==> src/rtl/archlearn_pkg.sv <==
// Shared opcodes, status bit positions and scheduler state encoding
// for the archlearn SPI command path.
package archlearn_pkg;

    localparam logic [7:0] OP_NOP      = 8'h00;
    localparam logic [3:0] OP_START_HI = 4'h3;
    localparam logic [7:0] OP_CLEAR    = 8'hC0;
    localparam logic [7:0] OP_STATUS   = 8'hFF;

    localparam int ST_BUSY = 7;
    localparam int ST_CONV = 6;
    localparam int ST_OVF  = 5;
    localparam int ST_TMO  = 4;
    localparam int ST_ILL  = 3;

    typedef enum logic [1:0] {
        S_IDLE  = 2'd0,
        S_ISSUE = 2'd1,
        S_WAIT  = 2'd2,
        S_DONE  = 2'd3
    } sched_state_e;

    function automatic logic [7:0] pack_status(
        input logic       busy,
        input logic       conv,
        input logic       ovf,
        input logic       tmo,
        input logic       ill,
        input logic [2:0] cnt
    );
        logic [7:0] st;
        st          = 8'h00;
        st[ST_BUSY] = busy;
        st[ST_CONV] = conv;
        st[ST_OVF]  = ovf;
        st[ST_TMO]  = tmo;
        st[ST_ILL]  = ill;
        st[2:0]     = cnt;
        return st;
    endfunction

endpackage

==> src/rtl/cmd_fifo.sv <==
// Synchronous FIFO of queued layer indices.
// Ports: push_i/data_i write, pop_i reads data_o (head), full/empty/count.
module cmd_fifo #(
    parameter int DEPTH = 4,
    parameter int WIDTH = 4
) (
    input  logic                     clk,
    input  logic                     rst_n,
    input  logic                     push_i,
    input  logic [WIDTH-1:0]         data_i,
    input  logic                     pop_i,
    output logic [WIDTH-1:0]         data_o,
    output logic                     full_o,
    output logic                     empty_o,
    output logic [$clog2(DEPTH):0]   count_o
);

    localparam int AW = $clog2(DEPTH);

    logic [WIDTH-1:0] mem_q [DEPTH];
    logic [AW:0]      wptr_q;
    logic [AW:0]      rptr_q;
    logic             do_push;
    logic             do_pop;

    assign empty_o = (wptr_q == rptr_q);
    assign full_o  = (wptr_q[AW] != rptr_q[AW]) &&
                     (wptr_q[AW-1:0] == rptr_q[AW-1:0]);
    assign count_o = wptr_q - rptr_q;
    assign data_o  = mem_q[rptr_q[AW-1:0]];

    // A push into a full FIFO is accepted when the head leaves this cycle;
    // the write lands in the slot being vacated.
    assign do_push = push_i && (!full_o || pop_i);
    assign do_pop  = pop_i && !empty_o;

    always_ff @(posedge clk or negedge rst_n) begin
        if (!rst_n) begin
            wptr_q <= '0;
            rptr_q <= '0;
        end else begin
            if (do_push) wptr_q <= wptr_q + (AW+1)'(1);
            if (do_pop)  rptr_q <= rptr_q + (AW+1)'(1);
        end
    end

    always_ff @(posedge clk) begin
        if (do_push) mem_q[wptr_q[AW-1:0]] <= data_i;
    end

endmodule

==> src/rtl/spi_cmd_scheduler.sv <==
// Decodes SPI command bytes, queues layer starts and sequences the conv engine.
// Ports: rx_* byte in, tx_* status out, eng_* engine handshake, conv_done/status_led.
module spi_cmd_scheduler
    import archlearn_pkg::*;
#(
    parameter int FIFO_DEPTH  = 4,
    parameter int LAYER_W     = 4,
    parameter int TIMEOUT_CYC = 1_000_000,
    parameter int CNT_W       = 20
) (
    input  logic               clk,
    input  logic               reset,
    input  logic               rx_valid,
    input  logic [7:0]         rx_data,
    input  logic               frame_active,
    output logic [7:0]         tx_data,
    output logic               tx_load,
    output logic               eng_start,
    output logic [LAYER_W-1:0] eng_layer,
    input  logic               eng_done,
    output logic               conv_done,
    output logic [7:0]         status_led
);

    localparam int CW = $clog2(FIFO_DEPTH) + 1;

    sched_state_e       state_q;
    logic               eng_start_q;
    logic [LAYER_W-1:0] eng_layer_q;
    logic               busy_q;
    logic               conv_done_q;
    logic [CNT_W-1:0]   cnt_q;

    logic ovf_q, ovf_d;
    logic tmo_q, tmo_d;
    logic ill_q, ill_d;
    logic [7:0] tx_data_q, tx_data_d;
    logic       tx_load_q, tx_load_d;

    logic cmd_start, cmd_clear, cmd_status, cmd_illegal;
    logic byte_ok;

    logic               fifo_push;
    logic               fifo_pop;
    logic               fifo_full;
    logic               fifo_empty;
    logic [LAYER_W-1:0] fifo_head;
    logic [CW-1:0]      fifo_count;
    logic [2:0]         cnt_sat;

    logic       tmo_hit;
    logic [7:0] status_live;

    assign byte_ok = rx_valid && frame_active;

    always_comb begin
        cmd_start   = 1'b0;
        cmd_clear   = 1'b0;
        cmd_status  = 1'b0;
        cmd_illegal = 1'b0;
        if (byte_ok) begin
            unique case (1'b1)
                (rx_data == OP_NOP): begin
                end
                (rx_data[7:4] == OP_START_HI): cmd_start  = 1'b1;
                (rx_data == OP_CLEAR):         cmd_clear  = 1'b1;
                (rx_data == OP_STATUS):        cmd_status = 1'b1;
                default:                       cmd_illegal = 1'b1;
            endcase
        end
    end

    assign fifo_pop  = (state_q == S_IDLE) && !fifo_empty;
    assign fifo_push = cmd_start;

    cmd_fifo #(
        .DEPTH (FIFO_DEPTH),
        .WIDTH (LAYER_W)
    ) u_fifo (
        .clk     (clk),
        .rst_n   (reset),
        .push_i  (fifo_push),
        .data_i  (rx_data[LAYER_W-1:0]),
        .pop_i   (fifo_pop),
        .data_o  (fifo_head),
        .full_o  (fifo_full),
        .empty_o (fifo_empty),
        .count_o (fifo_count)
    );

    generate
        if (CW > 3) begin : g_sat
            assign cnt_sat = (|fifo_count[CW-1:3]) ? 3'd7 : fifo_count[2:0];
        end else begin : g_nosat
            assign cnt_sat = 3'(fifo_count);
        end
    endgenerate

    // The counter also runs during ISSUE, so the flag appears
    // TIMEOUT_CYC cycles after the eng_start cycle.
    assign tmo_hit = (state_q == S_WAIT) && !eng_done &&
                     (cnt_q >= CNT_W'(TIMEOUT_CYC - 1));

    assign status_live = pack_status(busy_q, conv_done_q, ovf_q,
                                     tmo_q, ill_q, cnt_sat);

    always_ff @(posedge clk or negedge reset) begin
        if (!reset) begin
            state_q     <= S_IDLE;
            eng_start_q <= 1'b0;
            eng_layer_q <= '0;
            busy_q      <= 1'b0;
            conv_done_q <= 1'b0;
            cnt_q       <= '0;
        end else begin
            eng_start_q <= 1'b0;
            if (cmd_clear) conv_done_q <= 1'b0;
            unique case (state_q)
                S_IDLE: begin
                    if (!fifo_empty) begin
                        eng_layer_q <= fifo_head;
                        eng_start_q <= 1'b1;
                        conv_done_q <= 1'b0;
                        busy_q      <= 1'b1;
                        cnt_q       <= '0;
                        state_q     <= S_ISSUE;
                    end
                end
                S_ISSUE: begin
                    cnt_q   <= cnt_q + CNT_W'(1);
                    state_q <= S_WAIT;
                end
                S_WAIT: begin
                    if (eng_done) begin
                        conv_done_q <= 1'b1;
                        busy_q      <= 1'b0;
                        state_q     <= S_DONE;
                    end else if (tmo_hit) begin
                        busy_q  <= 1'b0;
                        state_q <= S_IDLE;
                    end else begin
                        cnt_q <= cnt_q + CNT_W'(1);
                    end
                end
                S_DONE: state_q <= S_IDLE;
                default: state_q <= S_IDLE;
            endcase
        end
    end

    // New events win over a same-cycle STATUS/CLEAR so none is lost.
    always_comb begin
        ovf_d     = ovf_q;
        tmo_d     = tmo_q;
        ill_d     = ill_q;
        tx_load_d = cmd_status;
        tx_data_d = tx_data_q;
        if (cmd_status) tx_data_d = status_live;
        if (cmd_status || cmd_clear) begin
            ovf_d = 1'b0;
            tmo_d = 1'b0;
            ill_d = 1'b0;
        end
        if (cmd_start && fifo_full && !fifo_pop) ovf_d = 1'b1;
        if (tmo_hit)                             tmo_d = 1'b1;
        if (cmd_illegal)                         ill_d = 1'b1;
    end

    always_ff @(posedge clk or negedge reset) begin
        if (!reset) begin
            ovf_q     <= 1'b0;
            tmo_q     <= 1'b0;
            ill_q     <= 1'b0;
            tx_data_q <= 8'h00;
            tx_load_q <= 1'b0;
        end else begin
            ovf_q     <= ovf_d;
            tmo_q     <= tmo_d;
            ill_q     <= ill_d;
            tx_data_q <= tx_data_d;
            tx_load_q <= tx_load_d;
        end
    end

    assign tx_data    = tx_data_q;
    assign tx_load    = tx_load_q;
    assign eng_start  = eng_start_q;
    assign eng_layer  = eng_layer_q;
    assign conv_done  = conv_done_q;
    assign status_led = status_live;

endmodule

==> config.mk <==
export PLATFORM = sky130hd
export DESIGN_NAME = spi_cmd_scheduler
export DESIGN_NICKNAME = d
export VERILOG_FILES = /design/src/rtl/archlearn_pkg.sv /design/src/rtl/cmd_fifo.sv /design/src/rtl/spi_cmd_scheduler.sv
export SDC_FILE = /design/constraint.sdc
export NUM_CORES = 1
export LEC_CHECK = 0
export CORE_MARGIN = 1
export CORE_UTILIZATION = 35
export CTS_BUF_LIST = sky130_fd_sc_hd__clkbuf_2 sky130_fd_sc_hd__clkbuf_4 sky130_fd_sc_hd__clkbuf_8
export CTS_CLUSTER_SIZE = 24
export DETAILED_ROUTE_END_ITERATION = 7
export HOLD_SLACK_MARGIN = 0.06
export PLACE_DENSITY = 0.57
export SLEW_MARGIN = 0
export SYNTH_ARGS = -nofsm -noshare
export SYNTH_HDL_FRONTEND = slang
export SYNTH_HIERARCHICAL = 1
export SYNTH_SLANG_ARGS = --single-unit
==> constraint.sdc <==
create_clock -name clk -period 3 [get_ports clk]
set_input_delay 0.45 -clock clk [delete_from_list [all_inputs] [get_ports clk]]
set_output_delay 0.45 -clock clk [all_outputs]
set_load 0.05 [all_outputs]
==> summary.md, run 1 <==
| Metric | Value |
|---|---|
| Post-route clock period utilization | `86.6%` |
| Chip height | `100 microns` |
| Sequential fraction of the synthesis area | `48.8%` |
| Worst-Skew Late Latency | `0.34 ns` |
| Reg2reg start | `u_fifo/rptr_q[1]` |
| TritonCTS clock tree | `yes` |
| Pleak | `0.00167 uW` |
| Placed cell areas | `3890 sq um` |
| Peak supply drop | `0.498 mV` |
| DR iter-0 viols | `135` |
| First-pass GRT wire length | `13,000 microns` |
| Number of CTS-inserted buffers | `9` |
| Max Fclk | `385 MHz` |
| Gr usage total | `16.9%` |
| Setup CP Type | `register to register` |
| Crit start category | `register` |
| Crit path capture type | `register` |
| Post-DR vias/cell | `5.30` |
| Number of I/O pins | `36` |
| # rows | `35` |
| Crit path max fanout | `8` |
| Hold buffer count at cts | `0` |
| Syn avg cell area | `10.5 sq um` |
| Routed WL | `7740 microns` |
| Port Buf Inserts | `35` |
| CP required | `3.10 ns` |
| Post-route cell area | `4110 sq um` |
| Cell taking the most area after synthesis | `dfrtp_1` |
| Final hold viol count | `0` |
| ANT cells | `0` |
| Root Buffer | `clkbuf_8` |
| Layout area overhead | `21.2%` |
| Relative slew margins | `44.8%` |
| Netlist cell types | `54` |
| Die ar. | `10,100 sq um` |
| Vias | `2,646` |
| Synth async-reset ratio | `74.6%` |
| WP data arrival | `2.70 ns` |
| Synthesized Nets | `348` |
| HP Class | `input pin to asynchronous set/reset pin` |
| YS warnings | `6` |
| CP Launch Point | `u_fifo/rptr_q[1]` |
| Final Skew | `0.0113 ns` |
| Antenna violations before repair | `0` |
| Fillers | `897` |
| Final setup fails | `0` |
| Area share of the largest cell type after synthesis | `34.7%` |
| Synth top cells by count | `52 x nand2_1, 47 x dfrtp_1, 19 x inv_1, 16 x edfxtp_1, 15 x o21ai_0` |
| Synthesized area | `3390 sq um` |
| Clock buffer depth | `2` |
| Post-Syn Instances | `323` |
| Starting Density | `36.4%` |
| Max_cap viols | `0` |
| Largest net degree at the start of global routing | `35` |
| Main synth FF type | `dfrtp_1` |
| H-tree depth | `3` |
| Post-CTS setup buffers | `0` |
| Placeable core area | `9330 sq um` |
| Synthesized flop and latch total | `63` |
| Drt first pass iters | `4` |
| Unrepaired setup endpoints after global routing | `false` |
| Top-count cell post-synth | `nand2_1` |
| Die Wd | `100 microns` |
| Slew Limit Fails | `0` |
| Grt ovf | `0` |
| Clock tree sinks | `63` |
| Post-DP HPWL | `5510 microns` |
| DRC viols | `0` |
| Tmin final | `2.60 ns` |
| Share of layout cells above drive strength 1 | `14.9%` |
| DRT antenna net count | `0` |
| Layout Nets | `390` |
| Final setup TNS | `0 ns` |
| Power Density | `988 nW/um^2` |
| Worst slew pin tran | `0.820 ns` |
| GPL Wtd Cong | `0.871` |
| Wire per inst | `15.5 microns` |
| Synth top area cells | `dfrtp_1 35%, edfxtp_1 14%, nand2_1 5.8%, ha_1 4.1%, mux2_2 3.0%` |
| Number of global-route vias before repair | `2,428` |
| EDFF count, synth | `16` |
| Status | `completed` |
| Reg clk slew, reported paths | `0.08 ns` |
-- per-layer routing --
layer	track usage (%)	up-vias	routed length, microns
li1	-	1274	-
met1	24.9	1305	3810
met2	24.6	59	3550
met3	2.57	8	251
met4	7.58	0	130
met5	0	-	0
-- worst paths after layout --
| check | to | slack [ns] | cells after the start |
|---|---|---|---|
| hold / removal | tx_data[2] | 0.19 | 1 |
| setup reg to reg | u_fifo/mem_q[1][0] | 0.40 | 9 |
| hold reg to reg | eng_layer[1] | 0.47 | 2 |
| setup / recovery | u_fifo/mem_q[1][0] | 0.40 | 9 |
| max in group asynchronous | cnt_q[14] | 2.17 | 2 |
| min in group clk | eng_layer[1] | 0.47 | 2 |
-- sequential cells by signal, summed over array words and instances, names as in the netlist --
name / cells
ovf_q: 1
u_fifo/rptr_q: 3
ill_q: 1
conv_done: 1
u_fifo/mem_q: 16
u_fifo/wptr_q: 3
tx_load: 1
cnt_q: 20
tmo_q: 1
eng_layer: 4
tx_data: 8
state_q: 2
busy_q: 1
eng_start: 1
-- cell families after synthesis --
| logic type | after synthesis | synth area share, % |
|---|---|---|
| AO/OA/AOI/OAI | 75 | 16.1 |
| XOR/XNOR | 5 | 1.29 |
| adder cells (fa/ha/maj) | 12 | 4.65 |
| buffers and inverters | 35 | 4.98 |
| flip-flops | 63 | 48.8 |
| multiplexers | 18 | 7.41 |
| AND/OR/NAND/NOR | 115 | 16.8 |
-- cells in the final DEF, fill, tap and decap left out, types with 11 or more instances in the layout --
cell type        instances
nand2_1                 52
dfrtp_1                 47
nor2_1                  13
o21ai_0                 15
buf_4                   13
ha_1                    11
edfxtp_1                16
inv_1                   19
clkdlybuf4s50_1         32
-- area by class of cell --
| type | count | area (sq um) | share of cell area [%] |
|---|---|---|---|
| well taps | 129 | 161 | 3.92 |
| clock buffers | 9 | 124 | 3.01 |
| clock inverters | 7 | 96.3 | 2.34 |
| multi-input cells | 225 | 1570 | 38.1 |
| inverters | 19 | 71.3 | 1.73 |
| repair buffers | 47 | 435 | 10.6 |
| flip-flops and latches | 63 | 1660 | 40.3 |
-- worst max-delay path, cell delays in order (launching register included) --
cell and delay, ns:
dfrtp_1 0.49, inv_1 0.12, ha_1 0.30, nand2_1 0.12, nor2_1 0.29, nand2b_1 0.17
inv_1 0.13, nand3b_1 0.22, o21a_2 0.27, and2_2 0.24
-- metrics by stage --
| stage | setup slack [ns] | std cells | total power, uW | hold WS (ns) | utilization [%] |
|---|---|---|---|---|---|
| 4_1_cts | 0.0745 | 499 | 4090 | 0.212 | 44.1 |
| 5_1_grt | 0.206 | 499 | 4330 | 0.251 | 44.1 |
| 6_report | 0.402 | 499 | 4060 | 0.186 | 44.1 |
| 3_5_place_dp | 0.412 | 483 | 3260 | 0.466 | 41.7 |
| 3_3_place_gp | 0.461 | 483 | 3250 | 0.462 | 41.7 |
| 2_1_floorplan | 0.568 | 323 | 2700 | 0.154 | - |
-- repair_timing --
action / 4_1_cts / 5_1_grt
hold endpoints to repair: 0 / 0
endpoints found under the setup margin: 0 / 1
resized for setup: 0 / 1
-- power by group --
group	internal [uW]	switching, uW
clock	469	363
combinational	774	1320
sequential	1010	134
total	2250	1810
No activity file was read; power rests on OpenSTA's default activity.
==> inputs of run 2 (changes only) <==
--- a/config.mk
+++ b/config.mk
@@ -6,12 +6,12 @@
 export NUM_CORES = 1
 export LEC_CHECK = 0
 export CORE_MARGIN = 1
-export CORE_UTILIZATION = 35
+export CORE_UTILIZATION = 55
 export CTS_BUF_LIST = sky130_fd_sc_hd__clkbuf_2 sky130_fd_sc_hd__clkbuf_4 sky130_fd_sc_hd__clkbuf_8
 export CTS_CLUSTER_SIZE = 24
 export DETAILED_ROUTE_END_ITERATION = 7
 export HOLD_SLACK_MARGIN = 0.06
-export PLACE_DENSITY = 0.57
+export PLACE_DENSITY = 0.81
 export SLEW_MARGIN = 0
 export SYNTH_ARGS = -nofsm -noshare
 export SYNTH_HDL_FRONTEND = slang
==> summary.md, run 2 (synthesis results as in run 1) <==
| Metric | Value |
|---|---|
| Number of I/O pins | `36 (unchanged)` |
| Comb power frac | `51.6% (+0.2 points)` |
| Switching share of power | `44.4% (-0.17 points)` |
| Chip height | `80.5 microns (-20%)` |
| ANT cells | `0 (unchanged)` |
| Layout Nets | `388 (-0.51%)` |
| Reg clk slew, reported paths | `0.07 ns (about the same)` |
| Post-route clock period utilization | `88.3% (+1.7 points)` |
| Slew Limit Fails | `0 (unchanged)` |
| # rows | `28 (-20%)` |
| CP required | `3.09 ns (about the same)` |
| Crit path max fanout | `8 (unchanged)` |
| Clock tree sinks | `63 (unchanged)` |
| Number of CTS-inserted buffers | `9 (unchanged)` |
| Antenna violations before repair | `0 (unchanged)` |
| Vias | `2,744 (+3.7%)` |
| Die Wd | `80.5 microns (-20%)` |
| Worst slew pin tran | `0.766 ns (-0.0544 ns)` |
| DRC viols | `0 (unchanged)` |
| Relative slew margins | `48.9% (+4.1 points)` |
| DR iter-0 viols | `255 (+89%)` |
| Final Skew | `0.00813 ns (-0.00318 ns)` |
| Crit path capture type | `register` |
| Tmin final | `2.65 ns (+0.0502 ns)` |
| Fin Hold WS | `0.121 ns (-0.0646 ns)` |
| Root Buffer | `clkbuf_8` |
| Routed WL | `7580 microns (-2.1%)` |
| Port Buf Inserts | `35 (unchanged)` |
| Clock buffer depth | `2 (unchanged)` |
| Setup CP Type | `register to register` |
| First-pass GRT wire length | `12,400 microns (-4.6%)` |
| Post-DR vias/cell | `6.19 (+17%)` |
| Hold buffer count at cts | `0 (unchanged)` |
| Worst-Skew Late Latency | `0.33 ns (about the same)` |
| GPL Wtd Cong | `0.899 (+3.3%)` |
| Switching pwr | `1800 uW (-0.99%)` |
| Number of global-route vias before repair | `2,648 (+9.1%)` |
| Reg2reg start | `u_fifo/rptr_q[1]` |
| Max_cap viols | `0 (unchanged)` |
| Post-DP HPWL | `5350 microns (-2.9%)` |
| Die ar. | `6490 sq um (-36%)` |
| Pleak | `0.00166 uW (about the same)` |
| Register share of total power | `28.8% (+0.7 points)` |
| HP Class | `input pin to asynchronous set/reset pin` |
| H-tree depth | `3 (unchanged)` |
| Max Fclk | `378 MHz (-1.9%)` |
| Layout area overhead | `18.5%` |
| Fillers | `431 (-52%)` |
| CTS resizes | `0 (unchanged)` |
| Int Pwr | `2240 uW (-0.30%)` |
| Share of layout cells above drive strength 1 | `14.4% (-0.46 points)` |
| Power Density | `1000 nW/um^2 (+1.6%)` |
| Final setup fails | `0 (unchanged)` |
| TritonCTS clock tree | `yes` |
| Final hold viol count | `0 (unchanged)` |
| Wire per inst | `17.1 microns (+10%)` |
| Unrepaired setup endpoints after global routing | `false` |
| CP Launch Point | `u_fifo/rptr_q[1]` |
| Max FFs per register | `20 (unchanged)` |
| Placeable core area | `5920 sq um (-37%)` |
| Most common cell after layout, fill and taps aside | `nand2_1` |
| Final setup TNS | `0 ns (unchanged)` |
| Gr usage total | `25.6% (+8.7 points)` |
| Crit start category | `register` |
| Post-CTS setup buffers | `0 (unchanged)` |
| Peak supply drop | `0.942 mV (+89%)` |
| Grt ovf | `0 (unchanged)` |
| Status | `completed` |
| Drt first pass iters | `5 (+1)` |
| WP data arrival | `2.73 ns (+0.03 ns)` |
| Most frequent cells in the layout | `52 x nand2_1, 47 x dfrtp_1, 32 x clkdlybuf4s50_1, 19 x inv_1, 16 x edfxtp_1` |
| Clk network pwr share | `19.6% (-0.9 points)` |
| Most flop-heavy register | `cnt_q` |
| DRT antenna net count | `0 (unchanged)` |
| Largest net degree at the start of global routing | `27 (-23%)` |
| Starting Density | `57.3% (+21 points)` |
run 2: worst paths after layout:
path	slack (ns)	endpoint	depth (start not counted)
max	0.35	u_fifo/mem_q[0][2]	9
min	0.12	eng_layer[0]	1
max reg2reg	0.35	u_fifo/mem_q[0][2]	9
min reg2reg	0.47	eng_layer[2]	2
max in group asynchronous	2.26	tmo_q	2
min in group clk	0.47	eng_layer[2]	2
run 2: cell type report:
cell class | instances | area (sq um) | area share, %
timing repair buffer | 45 | 420 | 10.5
inverter | 19 | 71.3 | 1.77
clock inverter | 5 | 73.8 | 1.84
tap | 75 | 93.8 | 2.33
multi-input combinational | 225 | 1570 | 39.0
clock buffer | 11 | 139 | 3.45
sequential | 63 | 1660 | 41.2
run 2: power by group through the flow:
stage	Clock (uW)	Sequential [uW]	Combinational (uW)
5_1_grt	830	1180	2260
6_report	792	1160	2080
3_5_place_dp	0	1180	2060
2_1_floorplan	0	1280	1420
4_1_cts	805	1160	2080
3_3_place_gp	0	1160	2020
run 2: routing by layer:
metal | track usage, % | wire [microns]
met1 | 34.3 | 3320
met2 | 40.8 | 3720
met3 | 4.20 | 407
met4 | 11.4 | 137
met5 | 0 | 0
run 2: per-stage QoR:
step | total power, uW | instances | instance area [sq um] | setup slack [ns] | util, %
3_5_place_dp | 3240 | 427 | 3810 | 0.376 | 64.3
2_1_floorplan | 2700 | 323 | 3390 | 0.568 | -
5_1_grt | 4270 | 443 | 4020 | 0.134 | 67.9
3_3_place_gp | 3190 | 427 | 3810 | 0.439 | 64.3
4_1_cts | 4040 | 443 | 4020 | 0.0474 | 67.9
6_report | 4040 | 443 | 4020 | 0.352 | 67.9
run 2: critical path, stage by stage, from the launching register on:
cell	delay, ns
dfrtp_1	0.50
inv_1	0.13
ha_1	0.31
nand2_1	0.12
nor2_1	0.28
nand2b_1	0.17
inv_1	0.14
nand3b_1	0.24
o21a_2	0.28
and2_2	0.25
==> inputs of run 3 (changes only) <==
--- a/config.mk
+++ b/config.mk
@@ -12,7 +12,6 @@
 export DETAILED_ROUTE_END_ITERATION = 7
 export HOLD_SLACK_MARGIN = 0.06
 export PLACE_DENSITY = 0.81
-export SLEW_MARGIN = 0
 export SYNTH_ARGS = -nofsm -noshare
 export SYNTH_HDL_FRONTEND = slang
 export SYNTH_HIERARCHICAL = 1
==> results of run 3 <==
Same layout as run 2: the final DEF is identical, and so are final timing and power.
